[src/rtl/cond_eval_unit.sv]
// Registered condition evaluator for Bicc/FBfcc/Ticc and privileged-op checks.
// Tracks annulled delay slots and holds trap requests until the trap unit acks.
module cond_eval_unit #(
    parameter int HAS_FCC = 1,
    parameter int TT_W    = 8
) (
    input  logic            clk,
    input  logic            reset,
    input  logic            in_valid,
    output logic            in_ready,
    input  logic [31:0]     ir,
    input  logic [3:0]      icc,
    input  logic [1:0]      fcc,
    input  logic            s,
    input  logic            et,
    output logic            out_valid,
    input  logic            out_ready,
    input  logic            trap_ack,
    output logic            cond,
    output logic            is_branch,
    output logic            annulled,
    output logic            trap_req,
    output logic [TT_W-1:0] trap_tt,
    output logic            err_mode
);

    typedef enum logic {RUN = 1'b0, TRAP_WAIT = 1'b1} state_t;

    typedef struct packed {
        logic            cond;
        logic            is_branch;
        logic            annulled;
        logic            err_mode;
        logic [TT_W-1:0] tt;
    } res_t;

    state_t state_q, state_d;
    res_t   res_q, res_d;
    logic   annul_pend, annul_d;
    logic   trap_q, trap_set;
    logic   accept, ack;

    // Instruction fields
    logic [1:0] op;
    logic       a;
    logic [3:0] cc;
    logic [2:0] op2;
    logic [5:0] op3;
    logic       is_bicc, is_fbfcc, is_ticc, is_priv;
    logic       unused_ir;

    assign op        = ir[31:30];
    assign a         = ir[29];
    assign cc        = ir[28:25];
    assign op2       = ir[24:22];
    assign op3       = ir[24:19];
    assign unused_ir = ^ir[18:7];

    assign is_bicc  = (op == 2'b00) && (op2 == 3'b010);
    assign is_fbfcc = (HAS_FCC != 0) && (op == 2'b00) && (op2 == 3'b110);
    assign is_ticc  = (op == 2'b10) && (op3 == 6'b111010);

    always_comb begin
        is_priv = 1'b0;
        if (op == 2'b10) begin
            case (op3)
                6'b101001, 6'b101010, 6'b101011,
                6'b110001, 6'b110010, 6'b110011: is_priv = 1'b1;
                default:                         is_priv = 1'b0;
            endcase
        end
    end

    // Each table's upper half is the complement of its lower half, so evaluate
    // the cc[2:0] base term and flip it with cc[3].
    logic n_f, z_f, v_f, c_f;
    logic icc_base, icc_true;
    logic f_e, f_l, f_g, f_u;
    logic fcc_base, fcc_true;

    assign n_f = icc[3];
    assign z_f = icc[2];
    assign v_f = icc[1];
    assign c_f = icc[0];

    always_comb begin
        case (cc[2:0])
            3'd0:    icc_base = 1'b0;
            3'd1:    icc_base = z_f;
            3'd2:    icc_base = z_f | (n_f ^ v_f);
            3'd3:    icc_base = n_f ^ v_f;
            3'd4:    icc_base = c_f | z_f;
            3'd5:    icc_base = c_f;
            3'd6:    icc_base = n_f;
            default: icc_base = v_f;
        endcase
    end
    assign icc_true = icc_base ^ cc[3];

    assign f_e = (fcc == 2'd0);
    assign f_l = (fcc == 2'd1);
    assign f_g = (fcc == 2'd2);
    assign f_u = (fcc == 2'd3);

    always_comb begin
        case (cc[2:0])
            3'd0:    fcc_base = 1'b0;
            3'd1:    fcc_base = f_l | f_g | f_u;
            3'd2:    fcc_base = f_l | f_g;
            3'd3:    fcc_base = f_l | f_u;
            3'd4:    fcc_base = f_l;
            3'd5:    fcc_base = f_g | f_u;
            3'd6:    fcc_base = f_g;
            default: fcc_base = f_u;
        endcase
    end
    assign fcc_true = fcc_base ^ cc[3];

    // Result for the instruction presented this cycle
    logic br_true;

    always_comb begin
        res_d    = '0;
        annul_d  = 1'b0;
        trap_set = 1'b0;
        br_true  = is_fbfcc ? fcc_true : icc_true;
        if (annul_pend) begin
            res_d.annulled = 1'b1;
        end else if (is_bicc || is_fbfcc) begin
            res_d.is_branch = 1'b1;
            res_d.cond      = br_true;
            // ba,a annuls its slot even though taken
            annul_d         = a & ((cc == 4'b1000) | ~br_true);
        end else if (is_ticc) begin
            if (icc_true && et) begin
                res_d.cond = 1'b1;
                res_d.tt   = TT_W'({1'b1, ir[6:0]});
                trap_set   = 1'b1;
            end else begin
                res_d.err_mode = icc_true;
            end
        end else if (is_priv && !s) begin
            res_d.tt = TT_W'(8'h03);
            trap_set = 1'b1;
        end else begin
            res_d.cond = 1'b1;
        end
    end

    // Trap FSM: next state and handshake
    always_comb begin
        state_d  = state_q;
        in_ready = (state_q == RUN) && (!out_valid || out_ready);
        accept   = in_valid && in_ready;
        ack      = (state_q == TRAP_WAIT) && trap_ack;
        case (state_q)
            RUN:       if (accept && trap_set) state_d = TRAP_WAIT;
            TRAP_WAIT: if (trap_ack) state_d = RUN;
            default:   state_d = RUN;
        endcase
    end

    always_ff @(posedge clk or posedge reset) begin
        if (reset) begin
            state_q    <= RUN;
            res_q      <= '0;
            annul_pend <= 1'b0;
            trap_q     <= 1'b0;
            out_valid  <= 1'b0;
        end else begin
            state_q <= state_d;
            if (accept) begin
                res_q      <= res_d;
                annul_pend <= annul_d;
                trap_q     <= trap_set;
                out_valid  <= 1'b1;
            end else begin
                if (out_ready) out_valid <= 1'b0;
                if (ack) begin
                    trap_q     <= 1'b0;
                    annul_pend <= 1'b0;
                end
            end
        end
    end

    assign cond      = res_q.cond;
    assign is_branch = res_q.is_branch;
    assign annulled  = res_q.annulled;
    assign err_mode  = res_q.err_mode;
    assign trap_tt   = res_q.tt;
    assign trap_req  = trap_q;

endmodule

[config.mk]
export PLATFORM = sky130hd
export DESIGN_NAME = cond_eval_unit
export DESIGN_NICKNAME = d
export VERILOG_FILES = /design/src/rtl/cond_eval_unit.sv
export SDC_FILE = /design/constraint.sdc
export NUM_CORES = 1
export LEC_CHECK = 0
export CAP_MARGIN = 20
export CORE_AREA = 2 2 80 44
export CTS_CLUSTER_SIZE = 12
export DETAILED_ROUTE_END_ITERATION = 16
export DIE_AREA = 0 0 82 46
export GPL_ROUTABILITY_DRIVEN = 0
export PLACE_DENSITY = 0.83
export SLEW_MARGIN = 30
export SYNTH_ARGS = -nofsm -noshare
export SYNTH_HDL_FRONTEND = slang
export SYNTH_SLANG_ARGS = --single-unit
export TNS_END_PERCENT = 1
[constraint.sdc]
create_clock -name clk -period 1.9 [get_ports clk]
set_clock_uncertainty 0.15 [all_clocks]
set_input_delay 0.57 -clock clk [delete_from_list [all_inputs] [get_ports clk]]
set_output_delay 0.57 -clock clk [all_outputs]
set_load 0.01 [all_outputs]
* Word-level counts from Yosys, hierarchy flattened *
Cells that the tools add are included.

operators by class
  equality and inequality tests = 20
  mux-type cells = 33
  bitwise gates (word level) = 13
  reduce and logical (&&, ||, !) cells = 18

operators by type and width
  operator                                       number
  == test 6 bit, second input constant           7
  2-to-1 mux 1 bit                               24
  2-to-1 mux 9 bit                               2
  2-to-1 mux 8 bit                               2
  case mux 1 bit (7 select lines)                2
  == test 3 bit, second input constant           4
  == test 3 x 2 -> 1 bit, second input constant  3
  logical AND 1 bit                              9
  OR 1 bit                                       7
  == test 2 bit, second input constant           3
  OR reduction 6 bit                             1
  == test 4 bit, second input constant           1
  2-to-1 mux 2 bit                               2
  nonzero test 2 bit                             2
  == test 3 x 1 -> 1 bit, second input constant  1
  zero test 3 bit                                1
  bitwise XOR 1 bit                              3
  == test 2 x 1 -> 1 bit, second input constant  1
  zero test 1 bit                                2
  zero test 2 bit                                1
  logical OR 1 bit                               2
  inverter 1 bit                                 2
  case mux 1 bit (2 select lines)                1
  AND 1 bit                                      1

word-level totals
  register bits after elaboration = 16
  input port bits = 45
  output and inout bits = 15
  logic and storage cells = 93

* Depth between registers and ports, before layout *
  depth in word-level cells = 12
  gate-level depth with buffers = 7
  mapped depth without buffers = 7

* Worst setup path after synthesis *
Ideal clock, no wire load.

  kind = input port to flip-flop
  start point = in ir[26]
  end point = reg trap_q, in the netlist trap_req
  setup time = 134 ps
  data arrival time = 1742 ps
  required time = 1616 ps
  setup slack = -126 ps
  stages = 6
  buffers on the path = 1
  cells stage by stage = buf_2 xor2_1 a31oi_2 a21oi_1 a2111oi_2 o21ai_0

between the ends
  longest elaborated chain between the ends = 9
  elaborated cells on any way between the ends = 15
  classes of those cells = eq/ne (6); mux (6); bitwise (1); reduce/logical (2)

ends and longest elaborated chain
  what                                   line  RTL
  from (decl)                            11    input logic [31:0] ir,
  == test 3 bit (tied with other cells)  87    case (cc[2:0])
  case mux 1 bit (7 select lines) (*)    87
  bitwise XOR 1 bit (*)                  98    assign icc_true = icc_base ^ cc[3];
  logical AND 1 bit (*)                  135   if (icc_true && et) begin
  2-to-1 mux 1 bit (*)                   135
  2-to-1 mux 1 bit (*)                   134   end else if (is_ticc) begin
  2-to-1 mux 1 bit (*)                   129   end else if (is_bicc || is_fbfcc) begin
  2-to-1 mux 1 bit (*)                   127   if (annul_pend) begin
  2-to-1 mux 1 bit (*)                   172   if (accept) begin
  to (signal assigned)                   175   trap_q <= trap_set;
  to (decl)                              40    logic trap_q, trap_set;

Mark *: on every way between the ends. The rest lies on a longest branch, timed or not.
A chain may end at the register's enable or synchronous reset.

* Final worst setup path *
  start point = in fcc[0]
  end point = reg annul_pend

between the ends
  longest elaborated chain between the ends = 12
  elaborated cells on any way between the ends = 16
  classes of those cells = eq/ne (3); mux (5); bitwise (8)

ends and longest elaborated chain
  what                                                            line      RTL
  from (decl)                                                     13        input logic [1:0] fcc,
  == test 2 x 1 -> 1 bit / == test 2 bit (equally long branches)  101, 102
  OR 1 bit                                                        108, 109
  OR 1 bit                                                        108       3'd1: fcc_base = f_l | f_g | f_u;
  case mux 1 bit (7 select lines) (*)                             106       case (cc[2:0])
  bitwise XOR 1 bit (*)                                           117       assign fcc_true = fcc_base ^ cc[3];
  2-to-1 mux 1 bit (*)                                            126       br_true = is_fbfcc ? fcc_true : icc_true;
  inverter 1 bit (*)                                              133       annul_d = a & ((cc == 4'b1000) | ~br_true);
  OR 1 bit (*)                                                    133
  AND 1 bit (*)                                                   133
  2-to-1 mux 1 bit (*)                                            129
  2-to-1 mux 1 bit (*)                                            127
  2-to-1 mux 1 bit (*)                                            172
  to (signal assigned)                                            174       annul_pend <= annul_d;
  to (decl)                                                       39        logic annul_pend, annul_d;

Marks and branches as above.

==> impl_metrics.tcl <==
set metrics [dict create \
    root_buffer "clkbuf_8" \
    cts_tree "yes" \
    hold_viol 0 \
    p_per_area_mw_per_mm2 492 \
    crit_arrival_ns 2.00 \
    stdcell_area_mm2 0.00221 \
    fp.dieW_um 82 \
    ys_top_cells_by_area "dfrtp_1 (35%), nand2_1 (5.9%), o21ai_0 (3.9%)" \
    grt_usage 0.297 \
    whs_ns 0.331 \
    synth_top_cell_by_area "dfrtp_1" \
    setup_violations 9 \
    grt_pass1_wl_um 7950 \
    hp-class "reg -> reg" \
    syn2layout_area_growth_pct 91.1 \
    grt-ovfl-total 0 \
    seq_area_frac_synth 0.347 \
    place_inst 234 \
    instances_no_fill 248 \
    drc 0 \
    routed_via_density 5.97 \
    wl_per_cell_um 21.2 \
    violations "setup timing" \
    drt_iter0_drc 114 \
    htree_levels 1 \
    synth-async-reset-ratio 1.00 \
    core_area_mm2 0.00315 \
    p_leak_nw 1.04 \
    report.final.slew_viol_count 0 \
    antenna_found_initial 0 \
    numCtsBuffers 3 \
    yosys_most_used_dff "dfrtp_1" \
    path_clk_slew_ns 0.07 \
    vias 1481 \
    wl_um 5250 \
    synth_cell_types 45 \
    synthCells 130 \
    die_area_mm2 0.00377 \
    status "finished with violations" \
    grt_max_degree 17 \
    placed_area_mm2 0.00181 \
    worst_pin_slew_ns 0.563 \
    rows 15 \
    cp-start-kind "input port" \
    syn_avg_cell_area_um2 8.88 \
    pre_cts_slack_ns -0.960 \
    synth_nets 178 \
    antenna-diode-count 0 \
    synth_seq_cells 16 \
    power.internal_uw 748 \
    cts_buffer_depth 2 \
    critPathRequiredTime_ns 1.89 \
    p_total_mw 1.09 \
    first_global_vias 1488 \
    critical_path.endpoint_type "flop" \
    clock-sinks 16 \
    io_buffer_count 47 \
    io_pins 60 \
    cp_max_fo 4 \
    netSwitchingPower_uw 338 \
    synth_top_area_share 0.347 \
    yosysMostFrequentCell "nand2_1" \
    postLayoutSetupSlackWorst_ns -0.108 \
    fmax_ghz 0.498 \
    period_needed_ns 2.01 \
    hold_buffers 0 \
    relSlewSlack 0.622 \
    seq_power_share 0.331 \
    first_pass_iters 5 \
    dpl.hpwl_um 3060 \
    pwr-share-comb 0.381 \
    ys_top_cells_by_count "nand2_1 (18), dfrtp_1 (16), o21ai_0 (9)" \
    syn_area_mm2 0.00115 \
    ant_nets 0 \
    initial_utilization 0.366 \
    switching_share 0.311 \
    yosys_warnings 0 \
    fin_crit_sh 1.06 \
    die_y_um 46 \
    clkPwrFrac 0.287 \
    nNetsFinal 255 \
    synth-edff-count 0 \
    rsz0062_at_grt "yes" \
    insertion_delay_ns 0.25 \
    max_cap_violations 0 \
    path_class "in -> reg" \
    ir_worst_vdd_v 0.000271 \
    drive_gt1_frac 0.398 \
]
==> critical path, stage by stage <==
cell and delay (ns):
buf_2 0.13, inv_1 0.06, ha_1 0.20, nand2b_1 0.16, a31oi_2 0.27, nor3b_2 0.24
o21ai_1 0.09, a32o_2 0.27
==> final timing paths <==
path | slack (ns) | cells past startpoint | start | to
max | -0.11 | 8 | fcc[0] | annul_pend
min | 0.33 | 2 | is_branch | is_branch
max reg2reg | 0.03 | 8 | out_valid | trap_tt[1]
min reg2reg | 0.33 | 2 | is_branch | is_branch
max in group asynchronous | 0.95 | 3 | reset | cond
min in group asynchronous | 0.46 | 3 | reset | state_q
==> area by class of cell <==
class | instances | area, um^2
clock buffer | 4 | 55.1
fill | 217 | 946
inverter | 6 | 22.5
multi-input combinational | 103 | 981
sequential | 16 | 400
tap | 42 | 52.6
timing repair buffer | 77 | 696
==> cell usage in the layout, fill, tap and decap left out, drive strengths merged, types with 4 or more instances in the layout <==
master and count:
clkdlybuf4s50 17, o31ai 4, dlygate4sd2 12, clkbuf 4, buf 42, nand3 7
a31oi 4, inv 6, o21ai 9, nand2b 5, a21oi 5, dlymetal6s2s 5
dfrtp 16, nand2 18
==> registers in the layout, summed over array words and instances (netlist names) <==
signal / cells
is_branch: 1
err_mode: 1
annul_pend: 1
cond: 1
annulled: 1
state_q: 1
out_valid: 1
trap_tt: 8
trap_req: 1
==> per-stage QoR <==
stage / setup TNS (ns) / utilization
5_1_grt: -0.929 / 0.700
3_5_place_dp: -11.23 / 0.573
3_3_place_gp: -8.88 / 0.573
6_report: -0.427 / 0.700
4_1_cts: -0.0359 / 0.684
2_1_floorplan: -0.652 / -
==> what timing repair did <==
item	in CTS	in global routing
pin swaps	29	13
setup endpoints to repair	18	18
gates resized for setup	125	12
setup buffers	8	1
endpoints found under the hold margin	0	0
gates cloned	1	0
==> metal layers <==
layer	vias up	global-route usage	share of wire
met4	0	0.0900	0.036
met3	22	0.0714	0.085
li1	643	-	-
met5	-	0	0
met2	115	0.507	0.46
met1	701	0.379	0.41
==> logic make-up after synthesis <==
group / share of synthesized area
buffers and inverters: 0.0433
DFF: 0.347
adders and majority gates: 0.0412
and+or+nand+nor: 0.290
AOI/OAI and AO/OA: 0.222
xor gates and xnor gates: 0.0293
muxes: 0.0271
==> power by group through the flow <==
stage,Sequential (mW),Combinational (mW),Clock (mW)
6_report,0.359,0.414,0.312
2_1_floorplan,0.369,0.120,0
4_1_cts,0.359,0.378,0.305
5_1_grt,0.360,0.433,0.323
3_5_place_dp,0.366,0.287,0
3_3_place_gp,0.366,0.273,0
Note: power is estimated with default switching activity, not from simulation.
